`src/rtl/seq_left_shifter.sv`:
```
// Multi-cycle signed left shifter: loads a word, shifts left one bit per clock, flags signed overflow.
// Optional saturation on overflow is enabled by defining SEQ_SHL_SAT_EN.
module seq_left_shifter #(
  parameter int N       = 8,
  parameter int SHAMT_W = $clog2(N + 1)
) (
  input  logic               clk,
  input  logic               rst,
  input  logic               start,
  input  logic [N-1:0]       din,
  input  logic [SHAMT_W-1:0] shamt,
  input  logic               ser_in,
  output logic               busy,
  output logic               done,
  output logic [N-1:0]       dout,
  output logic               ser_out,
  output logic               overflow
);

  typedef enum logic [1:0] {IDLE, SHIFT, DONE} state_t;

  localparam logic [SHAMT_W-1:0] N_CNT = SHAMT_W'(N);

  state_t             state_reg, state_next;
  logic [N-1:0]       shift_reg;
  logic [SHAMT_W-1:0] cnt_reg;
  logic               ovf_acc_reg;
  logic [N-1:0]       dout_reg;
  logic               ovf_out_reg;

  logic [SHAMT_W-1:0] shamt_clamped;
  logic [N-1:0]       shifted;
  logic               step_ovf;
  logic               start_acc;
  logic               finish_shift;
  logic               done_entry;
  logic [N-1:0]       final_raw;
  logic               final_ovf;
  logic [N-1:0]       final_result;

  assign shamt_clamped = (shamt > N_CNT) ? N_CNT : shamt;
  assign shifted       = {shift_reg[N-2:0], ser_in};
  // A step loses the sign whenever the two top bits differ before the shift
  assign step_ovf      = shift_reg[N-1] ^ shift_reg[N-2];
  assign start_acc     = (state_reg == IDLE) && start;
  assign finish_shift  = (state_reg == SHIFT) && (cnt_reg == SHAMT_W'(1));
  assign done_entry    = (start_acc && (shamt_clamped == '0)) || finish_shift;

  // A zero-length request goes straight to DONE with the operand unchanged
  assign final_raw = start_acc ? din : shifted;
  assign final_ovf = start_acc ? 1'b0 : (ovf_acc_reg | step_ovf);

`ifdef SEQ_SHL_SAT_EN
  logic sign_reg;
  logic final_sign;

  assign final_sign = start_acc ? din[N-1] : sign_reg;

  always_comb begin
    final_result = final_raw;
    if (final_ovf) begin
      final_result = final_sign ? {1'b1, {(N-1){1'b0}}} : {1'b0, {(N-1){1'b1}}};
    end
  end

  always_ff @(posedge clk or posedge rst) begin
    if (rst) begin
      sign_reg <= 1'b0;
    end else if (start_acc) begin
      sign_reg <= din[N-1];
    end
  end
`else
  assign final_result = final_raw;
`endif

  always_ff @(posedge clk or posedge rst) begin
    if (rst) begin
      state_reg <= IDLE;
    end else begin
      state_reg <= state_next;
    end
  end

  always_comb begin
    state_next = state_reg;
    case (state_reg)
      IDLE: begin
        if (start) begin
          state_next = (shamt_clamped == '0) ? DONE : SHIFT;
        end
      end
      SHIFT: begin
        if (cnt_reg == SHAMT_W'(1)) begin
          state_next = DONE;
        end
      end
      DONE:    state_next = IDLE;
      default: state_next = IDLE;
    endcase
  end

  always_ff @(posedge clk or posedge rst) begin
    if (rst) begin
      shift_reg   <= '0;
      cnt_reg     <= '0;
      ovf_acc_reg <= 1'b0;
      dout_reg    <= '0;
      ovf_out_reg <= 1'b0;
    end else begin
      if (start_acc) begin
        shift_reg   <= din;
        cnt_reg     <= shamt_clamped;
        ovf_acc_reg <= 1'b0;
      end else if (state_reg == SHIFT) begin
        shift_reg <= shifted;
        cnt_reg   <= cnt_reg - SHAMT_W'(1);
        if (step_ovf) begin
          ovf_acc_reg <= 1'b1;
        end
      end
      // Results are published only on entry to DONE so they hold through the next operation
      if (done_entry) begin
        dout_reg    <= final_result;
        ovf_out_reg <= final_ovf;
      end
    end
  end

  assign busy     = (state_reg != IDLE);
  assign done     = (state_reg == DONE);
  assign ser_out  = (state_reg == SHIFT) ? shift_reg[N-1] : 1'b0;
  assign dout     = dout_reg;
  assign overflow = ovf_out_reg;

endmodule
```
`config.mk`:
```
export PLATFORM = sky130hd
export DESIGN_NAME = seq_left_shifter
export DESIGN_NICKNAME = d
export VERILOG_FILES = /design/src/rtl/seq_left_shifter.sv
export SDC_FILE = /design/constraint.sdc
export NUM_CORES = 1
export LEC_CHECK = 0
export BUFFER_PORTS_ARGS = -buffer_cell sky130_fd_sc_hd__buf_2
export CAP_MARGIN = 20
export CORE_MARGIN = 8
export CORE_UTILIZATION = 24
export CTS_CLUSTER_DIAMETER = 40
export CTS_CLUSTER_SIZE = 12
export DETAILED_ROUTE_END_ITERATION = 12
export HOLD_SLACK_MARGIN = 0.06
export PLACE_DENSITY = 0.52
export SYNTH_ARGS = -nofsm -noshare
export SYNTH_HDL_FRONTEND = slang
export SYNTH_SLANG_ARGS = --single-unit
```
`constraint.sdc`:
```
create_clock -name clk -period 1.69 [get_ports clk]
set_input_delay 0.169 -clock clk [delete_from_list [all_inputs] [get_ports clk]]
set_output_delay 0.169 -clock clk [all_outputs]
set_load 0.05 [all_outputs]
```
==> results of run 1 <==
## worst register-to-register path, stage by stage, from the launching register on
cell      delay, ps
dfrtp_1         390
inv_2            60
ha_1            130
or3b_4          370
nand2b_4        150
buf_4           150
o221a_2         260
## metrics by stage
step	cell area, um2	total power (uW)
after detailed placement	1549	2971
final	1685	3574
after floorplan	1265	2395
after CTS	1645	3509
after global routing	1685	3849
after global placement	1549	2967
## final timing paths
| check | from | end | slack, ps | depth (start not counted) |
|---|---|---|---|---|
| setup reg to reg | cnt_reg[1]$_DFFE_PP0P_ | dout[2]$_DFFE_PP0P_ | 80 | 6 |
| hold reg to reg | shift_reg[5]$_DFFE_PP0P_ | shift_reg[5]$_DFFE_PP0P_ | 520 | 2 |
| max in group asynchronous | rst | cnt_reg[1]$_DFFE_PP0P_ | 950 | 4 |
| setup / recovery | state_reg[0]$_DFFE_PP0P_ | ser_out | 70 | 4 |
| min in group asynchronous | rst | shift_reg[3]$_DFFE_PP0P_ | 480 | 4 |
| hold / removal | ser_in | dout[0]$_DFFE_PP0P_ | 200 | 2 |
## report_power, final
| part | switching [uW] | total [uW] | internal (uW) |
|---|---|---|---|
| logic | 1200 | 1990 | 793 |
| clock network | 198 | 515 | 317 |
| registers | 209 | 1070 | 858 |
## area by class of cell
| cell class | instances | area share, % |
|---|---|---|
| flip-flops and latches | 24 | 35.63 |
| clock inverters | 1 | 1.782 |
| repair buffers | 45 | 17.30 |
| well taps | 70 | 5.197 |
| multi-input cells | 88 | 36.30 |
| inverters | 5 | 1.336 |
| clock buffers | 3 | 2.450 |
## Yosys cell counts, drive strengths merged, types with 2 or more instances
master	number	area, um2
a21oi	10	50.05
a22oi	3	22.52
a31oi	3	18.77
buf	3	21.27
clkbuf	6	22.52
dfrtp	24	600.6
ha	2	25.02
inv	4	15.01
nand2	6	22.52
nand2b	3	18.77
nor2	5	18.77
nor2b	7	43.79
o211ai	2	15.01
o21ai	5	25.02
o221a	8	90.09
o22ai	14	101.4
or3	8	50.05
or3b	2	17.52
## routing by layer
layer,global-route usage [%],part of all wire (%),vias to the layer above
met5,0,0,-
met2,13.85,45,23
met3,2.136,3.9,0
met1,13.93,51,567
li1,-,-,554
met4,1.843,0,0
## logic make-up (layout without fill, tap and decap cells)
| family | Yosys count | in the layout | share of synthesized area (%) |
|---|---|---|---|
| AO/OA/AOI/OAI | 47 | 47 | 26.86 |
| XOR/XNOR | 1 | 1 | 0.6939 |
| adder cells (fa/ha/maj) | 2 | 2 | 1.982 |
| buffers and inverters | 14 | 54 | 4.955 |
| flip-flops | 24 | 24 | 47.57 |
| multiplexers | 1 | 1 | 0.7929 |
| AND/OR/NAND/NOR | 37 | 37 | 17.15 |
## timing repair
item	4_1_cts	5_1_grt
gates resized for setup	0	10
endpoints found under the setup margin	1	11
setup buffers	2	1
pin swaps	1	1
hold endpoints to repair	24	0
hold buffers	1	0
==> out/qor.txt, run 1 <==
FP Rows - 26
CP max-delay cell - dfrtp_1
Num CTS Buffers - 3
Avg Vias per Cell - 4.847
Number of nets still failing antenna checks after routing - 0
Reg clk slew, reported paths - 90 ps
CTS tree - done
Vias in the first global route - 1,170
PwrDens - 2121 nW/um2
Synthesized area per cell - 10.02 um2
Hold slack - 197.3 ps
CP max stage delay - 350 ps
Slew Viols, Final - 0
Routed len/inst - 14.78 um
Setup TNS - 0 ps
Mapped Cells - 126
Layout cells sized above 1 - 37.35%
Crit path max fanout - 12
Placed Cells incl. Taps - 228
Slew of the pin with the lowest slew margin - 373.7 ps
Setup Skew - 2.981 ps
First-pass GRT wire length - 5906 um
Die width - 88.53 um
Synth Flop Type - dfrtp_1
# port buffers - 27
Sequential cell area - 600.6 um2
Synth cell types - 32
Via count - 1,144
Status - finished clean
Worst path cell trace - buf_4 -> nor2b_2 -> and2_1 -> clkbuf_4
Initial DRC count - 68
Final setup fails - 0
GRT Overall Usage - 9.546%
CTS root buf - clkbuf_8
Synth Register Bits - 24
Final worst slack - 71.01 ps
Final period utilization - 95.80%
Highest clock rate - 617.7 MHz
Crit path launch type - flip-flop
Synthesis Warnings - 0
Die area - 7837 um2
Seq/Total Area, Yosys - 47.57%
Worst Hold Class - input pin to flip-flop
CTS max path bufs - 2
Worst setup EP type - output port
Routed WL - 3489 um
Syn-to-layout area delta - 33.50%
Arrival @ worst endpoint - 1450 ps
Syn nets - 144
Clock sinks - 24
WS Path Type - flip-flop to output port
Die Ht - 88.53 um
Multi-input logic area - 611.8 um2
Number of synthesized flops with an enable pin - 0
Starting Density - 24.72%
Pre-antenna DRT Iters - 4
Max Cap Violations - 0
Most frequent cells in the layout - 24 x dfrtp_1, 24 x buf_2, 14 x buf_4
DPL Wire Length - 2479 um
# H-tree levels - 1
Top-level port count - 28
Fill count - 547
Gr ovfl total - 0
Nets - 185
Syn Std Cell Area - 1262 um2
Peak VDD IR - 0.7795 mV
Slew margin rel. - 75.09%
WP data required - 1520 ps
Dpl ws - 15.02 ps
Largest net degree at the start of global routing - 25
Layout Utilization - 33.00%
# DRC - 0
Fraction of registers with async set/reset - 100.0%
Critical path buffers and inverters - 2
Skew-Pair Late Insertion Delay - 270 ps
Endpoints failing hold - 0
Placer congestion estimate - 0.7792
Initial antenna violation count - 0
Static Leak - 0.0007026 uW
Core Footprint - 5107 um2
Final cell count without fillers - 236
Critical path's top delay family - simple AND/OR/NAND/NOR gates
Antenna cells - 0
Fin crit period - 1619 ps
Note: power is estimated with default switching activity, not from simulation.
==> run 2: changes to the inputs <==
ABC_AREA = 1   (was unset)
==> run 2 against run 1 <==
  * Synthesized area rose by 0.89%
  * First-iteration DRC count down 57%
  * Critical path depth is the same
  * Via count is 3.2% lower
  * Worst setup slack improved by 62 ps
  * Largest power group unchanged
  * Highest routed layer is now met4
==> out/qor.txt, run 2 <==
FF-to-FF path depth - 6 (unchanged)
Fraction of registers with async set/reset - 100.0% (unchanged)
Pre-antenna DRT Iters - 4 (unchanged)
Combinational fraction of design power - 52.4% (-3.3 points)
RR Startpoint - cnt_reg[1]$_DFFE_PP0P_
Mapped Cells - 169 (+34%)
Placed Cells incl. Taps - 264 (+16%)
Internal power - 1628 uW (-17%)
Capture point of the worst path - ser_out
Nets - 218 (+18%)
Antenna cells - 0 (unchanged)
R2R Path End - dout[4]$_DFFE_PP0P_
Number of setup buffers added after CTS - 0 (-2)
Core Footprint - 5107 um2 (unchanged)
Die Ht - 88.85 um (+0.37%)
Synth cell types - 17 (-47%)
Worst Hold Class - input pin to flip-flop
Setup Skew - 5.721 ps (+2.740 ps)
Post-synth top cells - 86 x nand2_1, 24 x dfrtp_1, 15 x nand3_1, 12 x inv_1, 8 x nor2_1
Static Leak - 0.0008812 uW (+25%)
Routed len/inst - 12.06 um (-18%)
Avg Vias per Cell - 4.115 (-15%)
Largest net degree at the start of global routing - 25 (unchanged)
Fin crit period - 1557 ps (-62.06 ps)
# port buffers - 27 (unchanged)
Clock power frac - 16.2% (+1.8 points)
Synth Register Bits - 24 (unchanged)
Die width - 88.85 um (+0.37%)
FP Rows - 26 (unchanged)
Final setup fails - 0 (unchanged)
GRT Overall Usage - 8.893% (-0.65 points)
Sequential cell area - 600.6 um2 (unchanged)
PwrDens - 2051 nW/um2 (-3.3%)
M1 GR Usage - 11.20% (-2.7 points)
Syn Std Cell Area - 1274 um2 (+0.89%)
Crit path max fanout - 6 (-6)
RSZ-0062 raised after global routing - false
Syn-to-layout area delta - 21.51%
Setup TNS - 0 ps (unchanged)
Arrival @ worst endpoint - 1390 ps (-60 ps)
Highest clock rate - 642.3 MHz (+4.0%)
Synth Flop Type - dfrtp_1
Layout Utilization - 30.30% (-2.7 points)
Peak VDD IR - 0.4363 mV (-44%)
Endpoints failing hold - 0 (unchanged)
Final cell count without fillers - 269 (+14%)
Synthesis Warnings - 0 (unchanged)
Layout cells sized above 1 - 23.62% (-14 points)
Skew-Pair Late Insertion Delay - 270 ps (about the same)
Slew of the pin with the lowest slew margin - 334.2 ps (-39.50 ps)
Seq/Total Area, Yosys - 47.15% (-0.42 points)
Switching share of power - 48.72% (+3.8 points)
Tot Pwr - 3175 uW (-11%)
Initial antenna violation count - 0 (unchanged)
Clock sinks - 24 (unchanged)
First-pass GRT wire length - 5485 um (-7.1%)
R2R setup slack - 280 ps (+200 ps)
Slew margin rel. - 77.72% (+2.6 points)
WS Path Type - flip-flop to output port
Via count - 1,107 (-3.2%)
Initial DRC count - 29 (-57%)
Fill count - 596 (+9.0%)
Hold slack - 134.0 ps (-63.26 ps)
Most frequent cells in the layout - 86 x nand2_1, 27 x buf_2, 24 x dfrtp_1
Resized cells post-CTS - 0 (unchanged)
CTS tree - done
Post-synth top area cell - dfrtp_1
# H-tree levels - 1 (unchanged)
Crit path from - state_reg[1]$_DFFE_PP0P_
Syn nets - 187 (+30%)
Final period utilization - 92.13% (-3.7 points)
Gr ovfl total - 0 (unchanged)
Multi-input logic area - 571.8 um2 (-6.5%)
Grt met3 use - 2.228% (+0.093 points)
Worst setup EP type - output port
Top post-synthesis cells by area - dfrtp_1 47%, nand2_1 25%, nand3_1 5.9%, buf_6 3.5%, inv_1 3.5%
CTS max path bufs - 2 (unchanged)
Switching power - 1547 uW (-3.7%)
Die area - 7894 um2 (+0.74%)
Number of nets still failing antenna checks after routing - 0 (unchanged)
Synthesized area per cell - 7.537 um2 (-25%)
Starting Density - 24.94% (+0.22 points)
# DRC - 0 (unchanged)
Vias in the first global route - 1,175 (+0.43%)
Count leader, synth - nand2_1
Top-level port count - 28 (unchanged)
Met2 GRT Util - 14.56% (+0.71 points)
Number of synthesized flops with an enable pin - 0 (unchanged)
Placer congestion estimate - 0.7510 (-3.6%)
Area share of the largest cell type after synthesis - 47.15% (-0.42 points)
Status - finished clean
Sequential share of power - 31.4% (+1.6 points)
CTS root buf - clkbuf_8
Slew Viols, Final - 0 (unchanged)
Routed WL - 3244 um (-7.0%)
DPL Wire Length - 2402 um (-3.1%)
Max Cap Violations - 0 (unchanged)
Crit path launch type - flip-flop
GR peak layer - met2
Reg clk slew, reported paths - 90 ps (about the same)
WP data required - 1520 ps (about the same)
CTS Hold Bufs - 1 (unchanged)
Most common cell after layout, fill and taps aside - nand2_1
Num CTS Buffers - 3 (unchanged)
-- run 2: cell types whose count changed in the layout (fill, tap and decap cells not counted), moves of 9 or more --
cell / before / now
nand2_1: 6 / 86
nand3_1: 0 / 15
o22ai_1: 13 / 0
buf_4: 14 / 2
a21oi_1: 10 / 1
inv_1: 3 / 12
-- run 2: how the worst min path moves through the flow --
stage                        start                      to  slack (ps)  cells past startpoint
after floorplan                rst  cnt_reg[0]$_DFFE_PP0P_         180                      1
after global placement         rst     dout[5]$_DFFE_PP0P_         240                      3
after detailed placement       rst     dout[5]$_DFFE_PP0P_         240                      3
after CTS                 shamt[1]  cnt_reg[1]$_DFFE_PP0P_         130                      3
after global routing      shamt[0]  cnt_reg[0]$_DFFE_PP0P_         140                      3
final                     shamt[1]  cnt_reg[1]$_DFFE_PP0P_         130                      3
-- run 2: stage by stage --
step,instance area [um2],setup slack [ps]
3_3_place_gp,1466,279.1
2_1_floorplan,1274,196.3
6_report,1548,133.1
4_1_cts,1548,107.0
5_1_grt,1548,55.96
3_5_place_dp,1466,253.2
-- run 2: layout make-up --
| cell class | count | share of cell area, % |
|---|---|---|
| flip-flops and latches | 24 | 38.80 |
| multi-input cells | 126 | 36.94 |
| repair buffers | 30 | 10.35 |
| well taps | 70 | 5.659 |
| inverters | 15 | 3.638 |
| clock buffers | 3 | 2.668 |
| clock inverters | 1 | 1.940 |
-- run 2: kinds of logic (layout without fill, tap and decap cells) --
family,count (synthesis),after routing,share of synthesized area [%]
buffers and inverters,19,49,7.956
adders and majority gates,2,2,1.964
DFF,24,24,47.15
AOI/OAI and AO/OA,3,3,2.062
and+or+nand+nor,121,121,40.86
-- run 2: critical path, stage by stage (launching register included) --
cell and delay, ps:
dfrtp_1 430, nor2_4 220, inv_2 90, nor2_1 110, buf_2 270
-- run 2: power by group through the flow --
stage | registers [uW] | logic (uW) | clock network [uW]
5_1_grt | 1030 | 1870 | 550
2_1_floorplan | 1300 | 1060 | 0
6_report | 998 | 1660 | 514
3_3_place_gp | 1010 | 1670 | 0
4_1_cts | 1000 | 1680 | 527
3_5_place_dp | 1010 | 1680 | 0
-- run 2: routing by layer --
metal | routed length [um] | up-vias
met3 | 171 | 2
li1 | - | 579
met4 | 12 | 0
met5 | 0 | -
met1 | 1510 | 509
met2 | 1550 | 17
